**config.mk**
```make
export PLATFORM = sky130hd
export DESIGN_NAME = control_unit
export DESIGN_NICKNAME = d
export VERILOG_FILES = /design/src/rtl/cpu_pkg.sv /design/src/rtl/ctrl_decode.sv /design/src/rtl/control_unit.sv
export SDC_FILE = /design/constraint.sdc
export NUM_CORES = 1
export LEC_CHECK = 0
export CAP_MARGIN = 15
export CORE_MARGIN = 3
export CORE_UTILIZATION = 41
export DETAILED_ROUTE_END_ITERATION = 16
export PLACE_DENSITY = 0.79
export SYNTH_ARGS = -nofsm -noshare
export SYNTH_HDL_FRONTEND = slang
export SYNTH_SLANG_ARGS = --single-unit
```
**constraint.sdc**
```tcl
create_clock -name clk -period 1.7 [get_ports clk]
set_input_delay 0.17 -clock clk [delete_from_list [all_inputs] [get_ports clk]]
set_output_delay 0.17 -clock clk [all_outputs]
set_load 0.01 [all_outputs]
```
**src/rtl/cpu_pkg.sv**
```systemverilog
// Shared types and constants for the microcoded control unit.
// States, opcodes, ALU selects, register addresses, control word.
package cpu_pkg;

  typedef enum logic [3:0] {
    ST_IDLE,
    ST_CLR,
    ST_F0,
    ST_F1,
    ST_F2,
    ST_DEC,
    ST_EX,
    ST_S0,
    ST_S1,
    ST_S2,
    ST_HALT
  } state_t;

  localparam logic [4:0] OP_NOP  = 5'd0;
  localparam logic [4:0] OP_MOV  = 5'd1;
  localparam logic [4:0] OP_ADD  = 5'd2;
  localparam logic [4:0] OP_SUB  = 5'd3;
  localparam logic [4:0] OP_AND  = 5'd4;
  localparam logic [4:0] OP_OR   = 5'd5;
  localparam logic [4:0] OP_XOR  = 5'd6;
  localparam logic [4:0] OP_SHL  = 5'd7;
  localparam logic [4:0] OP_SHR  = 5'd8;
  localparam logic [4:0] OP_INCD = 5'd9;
  localparam logic [4:0] OP_STA  = 5'd10;
  localparam logic [4:0] OP_JMP  = 5'd11;
  localparam logic [4:0] OP_JZ   = 5'd12;
  localparam logic [4:0] OP_JN   = 5'd13;
  localparam logic [4:0] OP_JC   = 5'd14;
  localparam logic [4:0] OP_HALT = 5'd31;

  localparam logic [2:0] SEL_PASS = 3'd0;
  localparam logic [2:0] SEL_ADD  = 3'd1;
  localparam logic [2:0] SEL_SUB  = 3'd2;
  localparam logic [2:0] SEL_AND  = 3'd3;
  localparam logic [2:0] SEL_OR   = 3'd4;
  localparam logic [2:0] SEL_XOR  = 3'd5;
  localparam logic [2:0] SEL_SHL  = 3'd6;
  localparam logic [2:0] SEL_SHR  = 3'd7;
  // INC reuses the adder; the +1 lives on the busB path
  localparam logic [2:0] SEL_INC  = SEL_ADD;

  localparam logic [2:0] REG_PC   = 3'd0;
  localparam logic [2:0] REG_DPTR = 3'd1;
  localparam logic [2:0] REG_A    = 3'd2;
  localparam logic [2:0] REG_TEMP = 3'd3;
  localparam logic [2:0] REG_ACC  = 3'd4;

  typedef struct packed {
    logic       ir_sclr;
    logic       mar_sclr;
    logic       enaf;
    logic [2:0] selop;
    logic [1:0] shamt;
    logic       bank_wr_en;
    logic [2:0] busB_addr;
    logic [2:0] busC_addr;
    logic       ir_en;
    logic       mar_en;
    logic       wr_rdn;
    logic       mdr_alu_n;
    logic       mdr_en;
    logic       halted;
  } ctrl_t;

endpackage

```
**src/rtl/ctrl_decode.sv**
```systemverilog
// Combinational microcode ROM: registered state plus latched
// opcode and current flags to the full control word.
module ctrl_decode
  import cpu_pkg::*;
(
  input  state_t     state,
  input  logic [4:0] opcode,
  input  logic       flag_c,
  input  logic       flag_n,
  input  logic       flag_z,
  output ctrl_t      cw
);

  logic taken;

  always_comb begin
    taken = 1'b0;
    unique case (opcode)
      OP_JMP:  taken = 1'b1;
      OP_JZ:   taken = flag_z;
      OP_JN:   taken = flag_n;
      OP_JC:   taken = flag_c;
      default: taken = 1'b0;
    endcase
  end

  always_comb begin
    cw = '0;
    unique case (state)
      ST_CLR: begin
        cw.ir_sclr  = 1'b1;
        cw.mar_sclr = 1'b1;
      end
      ST_F0: begin
        cw.busB_addr = REG_PC;
        cw.mar_en    = 1'b1;
      end
      ST_F1: begin
        cw.mdr_alu_n = 1'b1;
        cw.mdr_en    = 1'b1;
      end
      ST_F2: begin
        cw.ir_en      = 1'b1;
        cw.busB_addr  = REG_PC;
        cw.selop      = SEL_INC;
        cw.bank_wr_en = 1'b1;
        cw.busC_addr  = REG_PC;
      end
      ST_EX: begin
        unique case (opcode)
          OP_MOV, OP_ADD, OP_SUB, OP_AND,
          OP_OR, OP_XOR, OP_SHL, OP_SHR: begin
            cw.busB_addr  = REG_A;
            cw.enaf       = 1'b1;
            cw.bank_wr_en = 1'b1;
            cw.busC_addr  = REG_ACC;
            unique case (opcode)
              OP_ADD:  cw.selop = SEL_ADD;
              OP_SUB:  cw.selop = SEL_SUB;
              OP_AND:  cw.selop = SEL_AND;
              OP_OR:   cw.selop = SEL_OR;
              OP_XOR:  cw.selop = SEL_XOR;
              OP_SHL:  cw.selop = SEL_SHL;
              OP_SHR:  cw.selop = SEL_SHR;
              default: cw.selop = SEL_PASS;
            endcase
            if (opcode == OP_SHL || opcode == OP_SHR)
              cw.shamt = 2'b01;
          end
          OP_INCD: begin
            cw.busB_addr  = REG_DPTR;
            cw.selop      = SEL_INC;
            cw.bank_wr_en = 1'b1;
            cw.busC_addr  = REG_DPTR;
          end
          OP_JMP, OP_JZ, OP_JN, OP_JC: begin
            if (taken) begin
              cw.busB_addr  = REG_DPTR;
              cw.bank_wr_en = 1'b1;
              cw.busC_addr  = REG_PC;
            end
          end
          default: ;
        endcase
      end
      ST_S0: begin
        cw.busB_addr = REG_DPTR;
        cw.mar_en    = 1'b1;
      end
      ST_S1: begin
        cw.busB_addr = REG_ACC;
        cw.mdr_en    = 1'b1;
      end
      ST_S2:   cw.wr_rdn = 1'b1;
      ST_HALT: cw.halted = 1'b1;
      default: ;
    endcase
  end

endmodule

```
**src/rtl/control_unit.sv**
```systemverilog
// Fetch-decode-execute sequencer driving memory_system controls.
// State and opcode registers here; microcode lives in ctrl_decode.
module control_unit
  import cpu_pkg::*;
#(
  parameter bit FETCH_ONLY = 1'b0
) (
  input  logic       clk,
  input  logic       rst,
  input  logic       start,
  input  logic [4:0] instruction,
  input  logic       C,
  input  logic       N,
  input  logic       P,
  input  logic       Z,
  output logic       ir_sclr,
  output logic       mar_sclr,
  output logic       enaf,
  output logic [2:0] selop,
  output logic [1:0] shamt,
  output logic       bank_wr_en,
  output logic [2:0] busB_addr,
  output logic [2:0] busC_addr,
  output logic       ir_en,
  output logic       mar_en,
  output logic       wr_rdn,
  output logic       mdr_alu_n,
  output logic       mdr_en,
  output logic       halted
);

  state_t     state_q, state_d;
  logic [4:0] opcode_q;
  logic [4:0] op_in;
  ctrl_t      cw;
  logic       unused_p;

  assign unused_p = P;
  assign op_in = FETCH_ONLY ? OP_NOP : instruction;

  always_ff @(posedge clk or negedge rst) begin
    if (!rst) begin
      state_q  <= ST_IDLE;
      opcode_q <= OP_NOP;
    end else begin
      state_q <= state_d;
      if (state_q == ST_DEC)
        opcode_q <= op_in;
    end
  end

  always_comb begin
    state_d = state_q;
    unique case (state_q)
      ST_IDLE: if (start) state_d = ST_CLR;
      ST_CLR:  state_d = ST_F0;
      ST_F0:   state_d = ST_F1;
      ST_F1:   state_d = ST_F2;
      ST_F2:   state_d = ST_DEC;
      ST_DEC: begin
        unique case (op_in)
          OP_HALT: state_d = ST_HALT;
          OP_STA:  state_d = ST_S0;
          default: state_d = ST_EX;
        endcase
      end
      ST_EX:   state_d = ST_F0;
      ST_S0:   state_d = ST_S1;
      ST_S1:   state_d = ST_S2;
      ST_S2:   state_d = ST_F0;
      ST_HALT: state_d = ST_HALT;
      default: state_d = ST_IDLE;
    endcase
  end

  ctrl_decode u_dec (
    .state  (state_q),
    .opcode (opcode_q),
    .flag_c (C),
    .flag_n (N),
    .flag_z (Z),
    .cw     (cw)
  );

  assign ir_sclr    = cw.ir_sclr;
  assign mar_sclr   = cw.mar_sclr;
  assign enaf       = cw.enaf;
  assign selop      = cw.selop;
  assign shamt      = cw.shamt;
  assign bank_wr_en = cw.bank_wr_en;
  assign busB_addr  = cw.busB_addr;
  assign busC_addr  = cw.busC_addr;
  assign ir_en      = cw.ir_en;
  assign mar_en     = cw.mar_en;
  assign wr_rdn     = cw.wr_rdn;
  assign mdr_alu_n  = cw.mdr_alu_n;
  assign mdr_en     = cw.mdr_en;
  assign halted     = cw.halted;

endmodule

```
## Word-level counts from Yosys, hierarchy flattened

Cells that the tools add are included.

- Multiplexer cells: 24
- Equal/unequal tests: 26
- Reduce and logical (&&, ||, !) cells: 7

Operators by type and width:

| operator | count |
|---|---|
| case mux 4 bit (9 select lines) | 1 |
| == test 5 x 4 -> 1 bit, second input constant | 7 |
| case mux 3 bit (7 select lines) | 1 |
| case mux 7 bit (3 select lines) | 1 |
| == test 5 x 3 -> 1 bit, second input constant | 4 |
| == test 4 x 3 -> 1 bit, second input constant | 4 |
| == test 4 bit, second input constant | 3 |
| case mux 3 bit (2 select lines) | 2 |
| == test 5 x 2 -> 1 bit, second input constant | 2 |
| 2-to-1 mux 1 bit | 10 |
| case mux 3 bit (3 select lines) | 1 |
| == test 4 x 2 -> 1 bit, second input constant | 2 |
| case mux 4 bit (2 select lines) | 1 |
| OR reduction 8 bit | 1 |
| 2-to-1 mux 7 bit | 1 |
| == test 5 x 1 -> 1 bit, second input constant | 1 |
| == test 5 bit, second input constant | 1 |
| == test 4 x 1 -> 1 bit, second input constant | 1 |
| zero test 4 bit | 1 |
| 2-to-1 mux 2 bit | 2 |
| 2-to-1 mux 4 bit | 1 |
| case mux 1 bit (4 select lines) | 1 |
| OR reduction 2 bit | 2 |
| OR reduction 4 bit | 1 |
| 5 further kinds | 5 |

- Output and inout port bits: 21
- Input port bits: 12
- Word-level logic and storage cells: 59
- Register bits after elaboration: 9

## Longest topological paths before layout

Gate-level depths: netlist of the first run.

- Depth in word-level cells: 5
- Mapped depth: 7
- Mapped depth without buffers: 5

## Cells and area by module

Synthesis of the first run repeated with hierarchy kept, for this count alone.

- Cells, all modules: 98
- Area, all modules: 814.5 um^2

Modules (own cells, without submodules):

| module | seq. area each (um^2) | cells each | times used | area each (um^2) |
|---|---|---|---|---|
| control_unit | 225.2 | 37 | 1 | 447.9 |
| ctrl_decode | 0.0 | 61 | 1 | 366.6 |

## Least setup slack after synthesis of the first run

OpenSTA, ideal clock, no wires.

- Path type: flip-flop to output port
- Start: register state_q[3]
- End: output busB_addr[1]
- Buffers on the path: 3
- Stages on the path, launching flop included: 8
- Setup slack: -0.004 ns
- Arrival time: 1.534 ns
- Data required time: 1.530 ns
- Cells stage by stage: dfrtp_1 -> buf_4 -> nor2b_4 -> nand2_1 -> or3_1 -> buf_2 -> nor2b_1 -> buf_4

- Longest elaborated chain between the ends: 2
- Elaborated cells on any way between the ends: 4
- Classes of those cells: 3 x eq/ne; 1 x mux

RTL lines:

| what | line | text |
|---|---|---|
| from (decl) | control_unit.sv:32 | `state_t state_q, state_d;` |
| from (signal assigned) | control_unit.sv:46 | `state_q <= state_d;` |
| == test 4 bit or == test 4 x 3 -> 1 bit (tied branches) | ctrl_decode.sv:29 | `unique case (state)` |
| case mux 3 bit (3 select lines) (*) | ctrl_decode.sv:29 |  |
| to (decl) | control_unit.sv:22 | `output logic [2:0] busB_addr,` |

Every way passes the cells marked *; elsewhere a longest branch is shown, timed or not.

## Final worst setup path of the first run

- Start: register state_q[3]
- End: output selop[2]

- Longest elaborated chain between the ends: 2
- Elaborated cells on any way between the ends: 3
- Classes of those cells: 2 x eq/ne; 1 x mux

RTL lines:

| what | line | text |
|---|---|---|
| == test 4 x 3 -> 1 bit | ctrl_decode.sv:29 |  |
| case mux 3 bit (2 select lines) (*) | ctrl_decode.sv:29 |  |
| to (decl) | control_unit.sv:19 | `output logic [2:0] selop,` |

Marks and branches as above.

==> flow_metrics.env, run 1 <==
export IMPL_setup_viol=11
export IMPL_synth_compound_area_share_pct=13.8
export IMPL_ys_seq_area_share_pct=30.4
export IMPL_ant_nets=0
export IMPL_pwr_share_seq_pct=21.4
export IMPL_cts_buffer_depth=2
export IMPL_gp_congestion=0.775
export IMPL_fin_ws_ns=-0.249
export IMPL_synth_seq_cells=9
export IMPL_power_leakage_nw=0.588
export IMPL_violations="negative setup slack"
export IMPL_netlist_area_um2=742
export IMPL_rsz0062_at_grt="yes"
export IMPL_hold_worst_slack_ns=0.212
export IMPL_ios=33
export IMPL_vias=835
export IMPL_grt_pass1_vias=790
export IMPL_p_sw_share_pct=41.8
export IMPL_ys_warn_count=0
export IMPL_diodes=0
export IMPL_cts_hold_buf=0
export IMPL_grt_max_degree=10
export IMPL_synth_xor_area_share_pct=4.72
export IMPL_finalCritPeriodShare_pct=115
export IMPL_timing_fmax_mhz=513
export IMPL_cts_max_level=1
export IMPL_wl_mm=2.24
export IMPL_startpoint_type="flip-flop"
export IMPL_hold_violations=0
export IMPL_first_iter_violations=15
export IMPL_crit_fanout=7
export IMPL_numClockSinks=9
export IMPL_cp_required_ns=1.53
export IMPL_fin_skew_ns=0.00589
export IMPL_clkPwrFrac_pct=7.7
export IMPL_grt_ovfl_total=0
export IMPL_layout_drive_gt1_share_pct=50.0
export IMPL_cap_violations=0
export IMPL_syn2layout_area_growth_pct=69.8
export IMPL_clk_pin_slew_ns=0.06
export IMPL_grt_pass1_wl_mm=3.62
export IMPL_synth_top_family_by_area="simple AND/OR/NAND/NOR gates"
export IMPL_track_usage_pct=19.1
export IMPL_drv_slew=0
export IMPL_die_x_um=48.5
export IMPL_firstDrtPassIters=4
export IMPL_pre_cts_slack_ns=-0.255
export IMPL_criticalPathCategory="flip-flop to primary output"
export IMPL_hp_class="input port to async pin"
export IMPL_hpwl_mm=1.61
export IMPL_powerDensity_nw_per_um2=1730
export IMPL_cts_root_buffer="clkbuf_4"
export IMPL_start_util_pct=46.0
export IMPL_cts_tree="done"
export IMPL_coreArea_um2=1610
export IMPL_status="finished, violations left"
export IMPL_final_core_util_pct=78.2
export IMPL_crit_path_end_kind="primary output"
export IMPL_final_nets=155
export IMPL_ir_worst_vdd_v=0.00101
export IMPL_synth_adder_area_share_pct=0
export IMPL_clk_latency_ns=0.26
export IMPL_synth_cell_types=35
export IMPL_muxShareOfSynthArea_pct=7.42
export IMPL_drc_errors=0
export IMPL_syn_avg_cell_area_um2=7.89
export IMPL_syn_inst=94
export IMPL_viasPerCell=5.03
export IMPL_yosys_area_share_simple_pct=30.0
export IMPL_wl_per_cell_um=13.5
export IMPL_pwr_share_comb_pct=71.0
export IMPL_cp_arrival_ns=1.78
export IMPL_p_int_mw=1.27
export IMPL_dieArea_um2=2360
export IMPL_antenna_found_initial=0
export IMPL_die_h_um=48.5
export IMPL_cts_buffers_inserted=3
export IMPL_layout_min_cycle_time_ns=1.95
export IMPL_rows=14
export IMPL_switchingPower_mw=0.910
export IMPL_numPortBuffers=29
[cell families (layout without fill, tap and decap cells)]
family,after synthesis,after routing
buffers and inverters,17,64
DFF,9,9
and+or+nand+nor,40,40
muxes,5,5
other,1,2
AOI/OAI and AO/OA,18,18
xor gates and xnor gates,4,4
[repair_timing]
action | CTS | global route
endpoints found under the setup margin | 19 | 18
pin swaps | 4 | 1
setup buffers | 9 | 3
resized for setup | 71 | 27
hold endpoints to repair | 0 | 0
[flip-flops by register name, summed over array words and instances (netlist names)]
name / count
state_q: 4
opcode_q: 5
[through the flow]
stage | setup TNS, ns | power, mW | area (um2) | cells
floorplan | 0 | 1.19 | 748 | 95
global placement | -2.25 | 1.69 | 1100 | 150
detailed placement | -2.72 | 1.74 | 1100 | 150
CTS | -1.16 | 2.01 | 1200 | 163
global route | -2.31 | 2.35 | 1260 | 166
finish | -1.67 | 2.18 | 1260 | 166
[layout by cell type (no fill, tap or decap), types with 2 or more instances in the layout]
cell type	n
or3_4	2
a31oi_1	2
conb_1	2
o31ai_1	2
nor2_1	8
o21ai_1	2
nor2_4	2
inv_1	2
a21oi_2	2
nor2b_4	2
dlygate4sd2_1	2
nor3_1	3
o21ai_0	3
nand2_1	4
nand2b_1	2
nand3_1	2
nand3b_1	2
clkbuf_4	3
clkdlybuf4s50_1	10
nor2_2	2
xor2_1	2
a21oi_1	4
mux2_2	4
clkbuf_2	2
dfrtp_1	7
buf_2	8
dfrtp_2	2
xnor2_1	2
buf_6	10
buf_4	24
[synth_stat cells]
cell / count / area [um2]
nor4_1: 1 / 6.26
inv_1: 3 / 11.3
a211oi_1: 1 / 7.51
conb_1: 1 / 3.75
clkbuf_1: 4 / 15.0
nand2b_1: 3 / 18.8
nor2_1: 11 / 41.3
o211ai_1: 1 / 7.51
nor2_2: 1 / 6.26
buf_6: 1 / 11.3
nor2b_1: 2 / 12.5
o21ai_0: 4 / 20.0
xnor2_1: 2 / 17.5
nor3b_1: 1 / 7.51
nor2b_4: 1 / 13.8
a21oi_1: 6 / 30.0
a31oi_1: 2 / 12.5
nand3b_1: 2 / 15.0
or2_2: 1 / 6.26
mux2_2: 4 / 45.0
dfrtp_1: 9 / 225
or3_1: 2 / 12.5
or4bb_1: 1 / 11.3
nor3_1: 4 / 20.0
nand2_1: 5 / 18.8
o21ai_1: 2 / 10.0
nand3_1: 2 / 10.0
or3b_2: 1 / 8.76
mux2i_1: 1 / 10.0
and3_1: 1 / 6.26
xor2_1: 2 / 17.5
o31ai_1: 2 / 15.0
buf_4: 6 / 45.0
or4_1: 1 / 7.51
buf_2: 3 / 15.0
[cell type report]
| class | count | area (um2) |
|---|---|---|
| Clock buffer | 4 | 26.3 |
| Fill cell | 120 | 352 |
| Inverter | 3 | 11.3 |
| Multi-Input combinational cell | 69 | 494 |
| Sequential cell | 9 | 228 |
| Tap cell | 24 | 30.0 |
| Timing Repair Buffer | 57 | 470 |
[metal layers]
layer	up-vias	share of wire (%)	global-route usage, %
li1	413	-	-
met3	0	4.9	3.99
met5	-	0	0
met2	24	53	35.1
met4	0	0	3.79
met1	398	42	22.8
[power groups by stage]
stage	Clock, mW	Combinational (mW)	Sequential, mW
detailed placement	0	1.28	0.457
CTS	0.171	1.39	0.450
finish	0.167	1.55	0.465
global placement	0	1.24	0.449
floorplan	0	0.845	0.343
global route	0.181	1.68	0.481
[critical path, stage by stage, from the launching register on]
cell and delay [ns]:
dfrtp_1 0.41, buf_6 0.14, nor2b_4 0.12, nand2_2 0.07, or3_4 0.40, buf_4 0.16, a21oi_2 0.09, buf_2 0.14
[worst paths after layout]
| path | startpoint | to | slack (ns) | cells past startpoint |
|---|---|---|---|---|
| max in group asynchronous | rst | opcode_q[0] | 1.16 | 1 |
| min reg2reg | opcode_q[4] | opcode_q[4] | 0.59 | 2 |
| min | rst | opcode_q[4] | 0.21 | 1 |
| max | state_q[3] | selop[2] | -0.25 | 7 |
| max reg2reg | state_q[1] | opcode_q[0] | 0.09 | 5 |
| min in group clk | instruction[1] | state_q[0] | 0.52 | 3 |
No activity file was read; power rests on OpenSTA's default activity.
==> run 2: changes to the inputs <==
--- a/config.mk
+++ b/config.mk
@@ -10,6 +10,7 @@
 export CORE_UTILIZATION = 41
 export DETAILED_ROUTE_END_ITERATION = 16
 export PLACE_DENSITY = 0.79
+export SKIP_CTS_REPAIR_TIMING = 1
 export SYNTH_ARGS = -nofsm -noshare
 export SYNTH_HDL_FRONTEND = slang
 export SYNTH_SLANG_ARGS = --single-unit
==> run 2 against run 1 <==
  * The flow still finishes with violations (negative setup slack)
  * Flip-flop and latch count is the same
  * Critical endpoint is now bank_wr_en
  * Power down 5.5%
  * Highest routed layer unchanged
  * Global-route usage shrank 2.1 points
  * Design area fell by 5.2%
  * Critical path type unchanged
==> flow_metrics.env, run 2 (synthesized netlist as in run 1, its figures left out) <==
export IMPL_wl_mm=2.14
export IMPL_r2r_start="state_q[1]"
export IMPL_firstDrtPassIters=5
export IMPL_worst_r2r_setup_slack_ns=0.04
export IMPL_vias=806
export IMPL_drv_slew=0
export IMPL_layout_drive_gt1_share_pct=40.0
export IMPL_final_core_util_pct=74.1
export IMPL_final_nets=148
export IMPL_criticalPathCategory="flip-flop to primary output"
export IMPL_hold_violations=0
export IMPL_antenna_found_initial=0
export IMPL_track_usage_pct=17.0
export IMPL_clk_latency_ns=0.26
export IMPL_clk_pin_slew_ns=0.06
export IMPL_start_util_pct=46.0
export IMPL_first_iter_violations=15
export IMPL_cp_required_ns=1.53
export IMPL_viasPerCell=5.07
export IMPL_fin_ws_ns=-0.170
export IMPL_die_x_um=48.5
export IMPL_grt_max_degree=10
export IMPL_fin_skew_ns=0.00622
export IMPL_numPortBuffers=29
export IMPL_largest_reg_flops=5
export IMPL_cts_buffers_inserted=3
export IMPL_startpoint_type="flip-flop"
export IMPL_violations="negative setup slack"
export IMPL_wl_per_cell_um=13.4
export IMPL_final_cell_mix="buf_4, clkdlybuf4s50_1, dlymetal6s2s_1"
export IMPL_cp_arrival_ns=1.70
export IMPL_setup_viol=9
export IMPL_cp_startpoint="state_q[3]"
export IMPL_final_common_cell="buf_4"
export IMPL_cts_tree="done"
export IMPL_die_h_um=48.5
export IMPL_drc_errors=0
export IMPL_rsz0062_at_grt="yes"
export IMPL_pre_cts_slack_ns=-0.255
export IMPL_finalCritPeriodShare_pct=110
export IMPL_reg2reg_depth=5
export IMPL_numClockSinks=9
export IMPL_gp_congestion=0.775
export IMPL_grt_pass1_wl_mm=3.22
export IMPL_grt_ovfl_total=0
export IMPL_powerDensity_nw_per_um2=1720
export IMPL_crit_path_end_kind="primary output"
export IMPL_rows=14
export IMPL_hp_class="input port to async pin"
export IMPL_multi_input_area_um2=464
export IMPL_status="finished, violations left"
export IMPL_fillCellCount=126
export IMPL_hpwl_mm=1.61
export IMPL_dieArea_um2=2360
export IMPL_cts_buffer_depth=2
export IMPL_r2r_end="opcode_q[0]"
export IMPL_critPathCapture="bank_wr_en"
export IMPL_cts_root_buffer="clkbuf_4"
export IMPL_top_regs="opcode_q (5), state_q (4)"
export IMPL_ir_worst_vdd_v=0.00106
export IMPL_cap_violations=0
export IMPL_diodes=0
export IMPL_syn2layout_area_growth_pct=61.0
export IMPL_layout_min_cycle_time_ns=1.87
export IMPL_ant_nets=0
export IMPL_cts_max_level=1
export IMPL_power_leakage_nw=0.674
export IMPL_ios=33
export IMPL_timing_fmax_mhz=535
export IMPL_grt_pass1_vias=715
export IMPL_ff_latch_area_um2=229
export IMPL_coreArea_um2=1610
export IMPL_top_register="opcode_q"
export IMPL_crit_fanout=7
[run 2: final cells by class]
cell class                      count  share of cell area, %
Multi-Input combinational cell     69                   38.8
Inverter                            3                  0.942
Sequential cell                     9                   19.2
Clock buffer                        4                   2.20
Timing Repair Buffer               50                   36.3
Tap cell                           24                   2.51
[run 2: worst min path at each step]
| stage | startpoint | endpoint | slack [ns] | cells past startpoint |
|---|---|---|---|---|
| 3_3_place_gp | rst | opcode_q[0] | 0.49 | 1 |
| 3_5_place_dp | rst | opcode_q[0] | 0.49 | 1 |
| 4_1_cts | rst | state_q[2] | 0.22 | 1 |
| 2_1_floorplan | rst | opcode_q[0] | -0.13 | 0 |
| 6_report | rst | opcode_q[4] | 0.21 | 1 |
| 5_1_grt | rst | opcode_q[2] | 0.23 | 1 |
[run 2: routing by layer]
metal	GRT usage, %	share of wire, %
met1	20.3	43
met2	31.0	53
met3	4.29	3.9
met4	2.84	0
met5	0	0
[run 2: power by group]
group          internal, mW  switching [mW]
Sequential            0.327           0.136
Clock                0.0905          0.0757
Combinational         0.792           0.638
[run 2: stage by stage]
step / power, mW / cells / setup TNS [ns] / area (um2) / hold slack, ns
final: 2.06 / 159 / -1.21 / 1190 / 0.213
after global routing: 2.21 / 159 / -1.81 / 1190 / 0.230
after CTS: 1.91 / 154 / -7.78 / 1130 / 0.221
after detailed placement: 1.74 / 150 / -2.72 / 1100 / 0.492
after global placement: 1.69 / 150 / -2.25 / 1100 / 0.492
after floorplan: 1.19 / 95 / 0 / 748 / -0.126
[run 2: worst max-delay path, stage by stage, from the launching register on]
cell and delay [ns]:
dfrtp_2 0.43, buf_6 0.13, nor2b_4 0.11, nand2_2 0.07, or3_4 0.39, o21ai_1 0.16
clkbuf_2 0.15
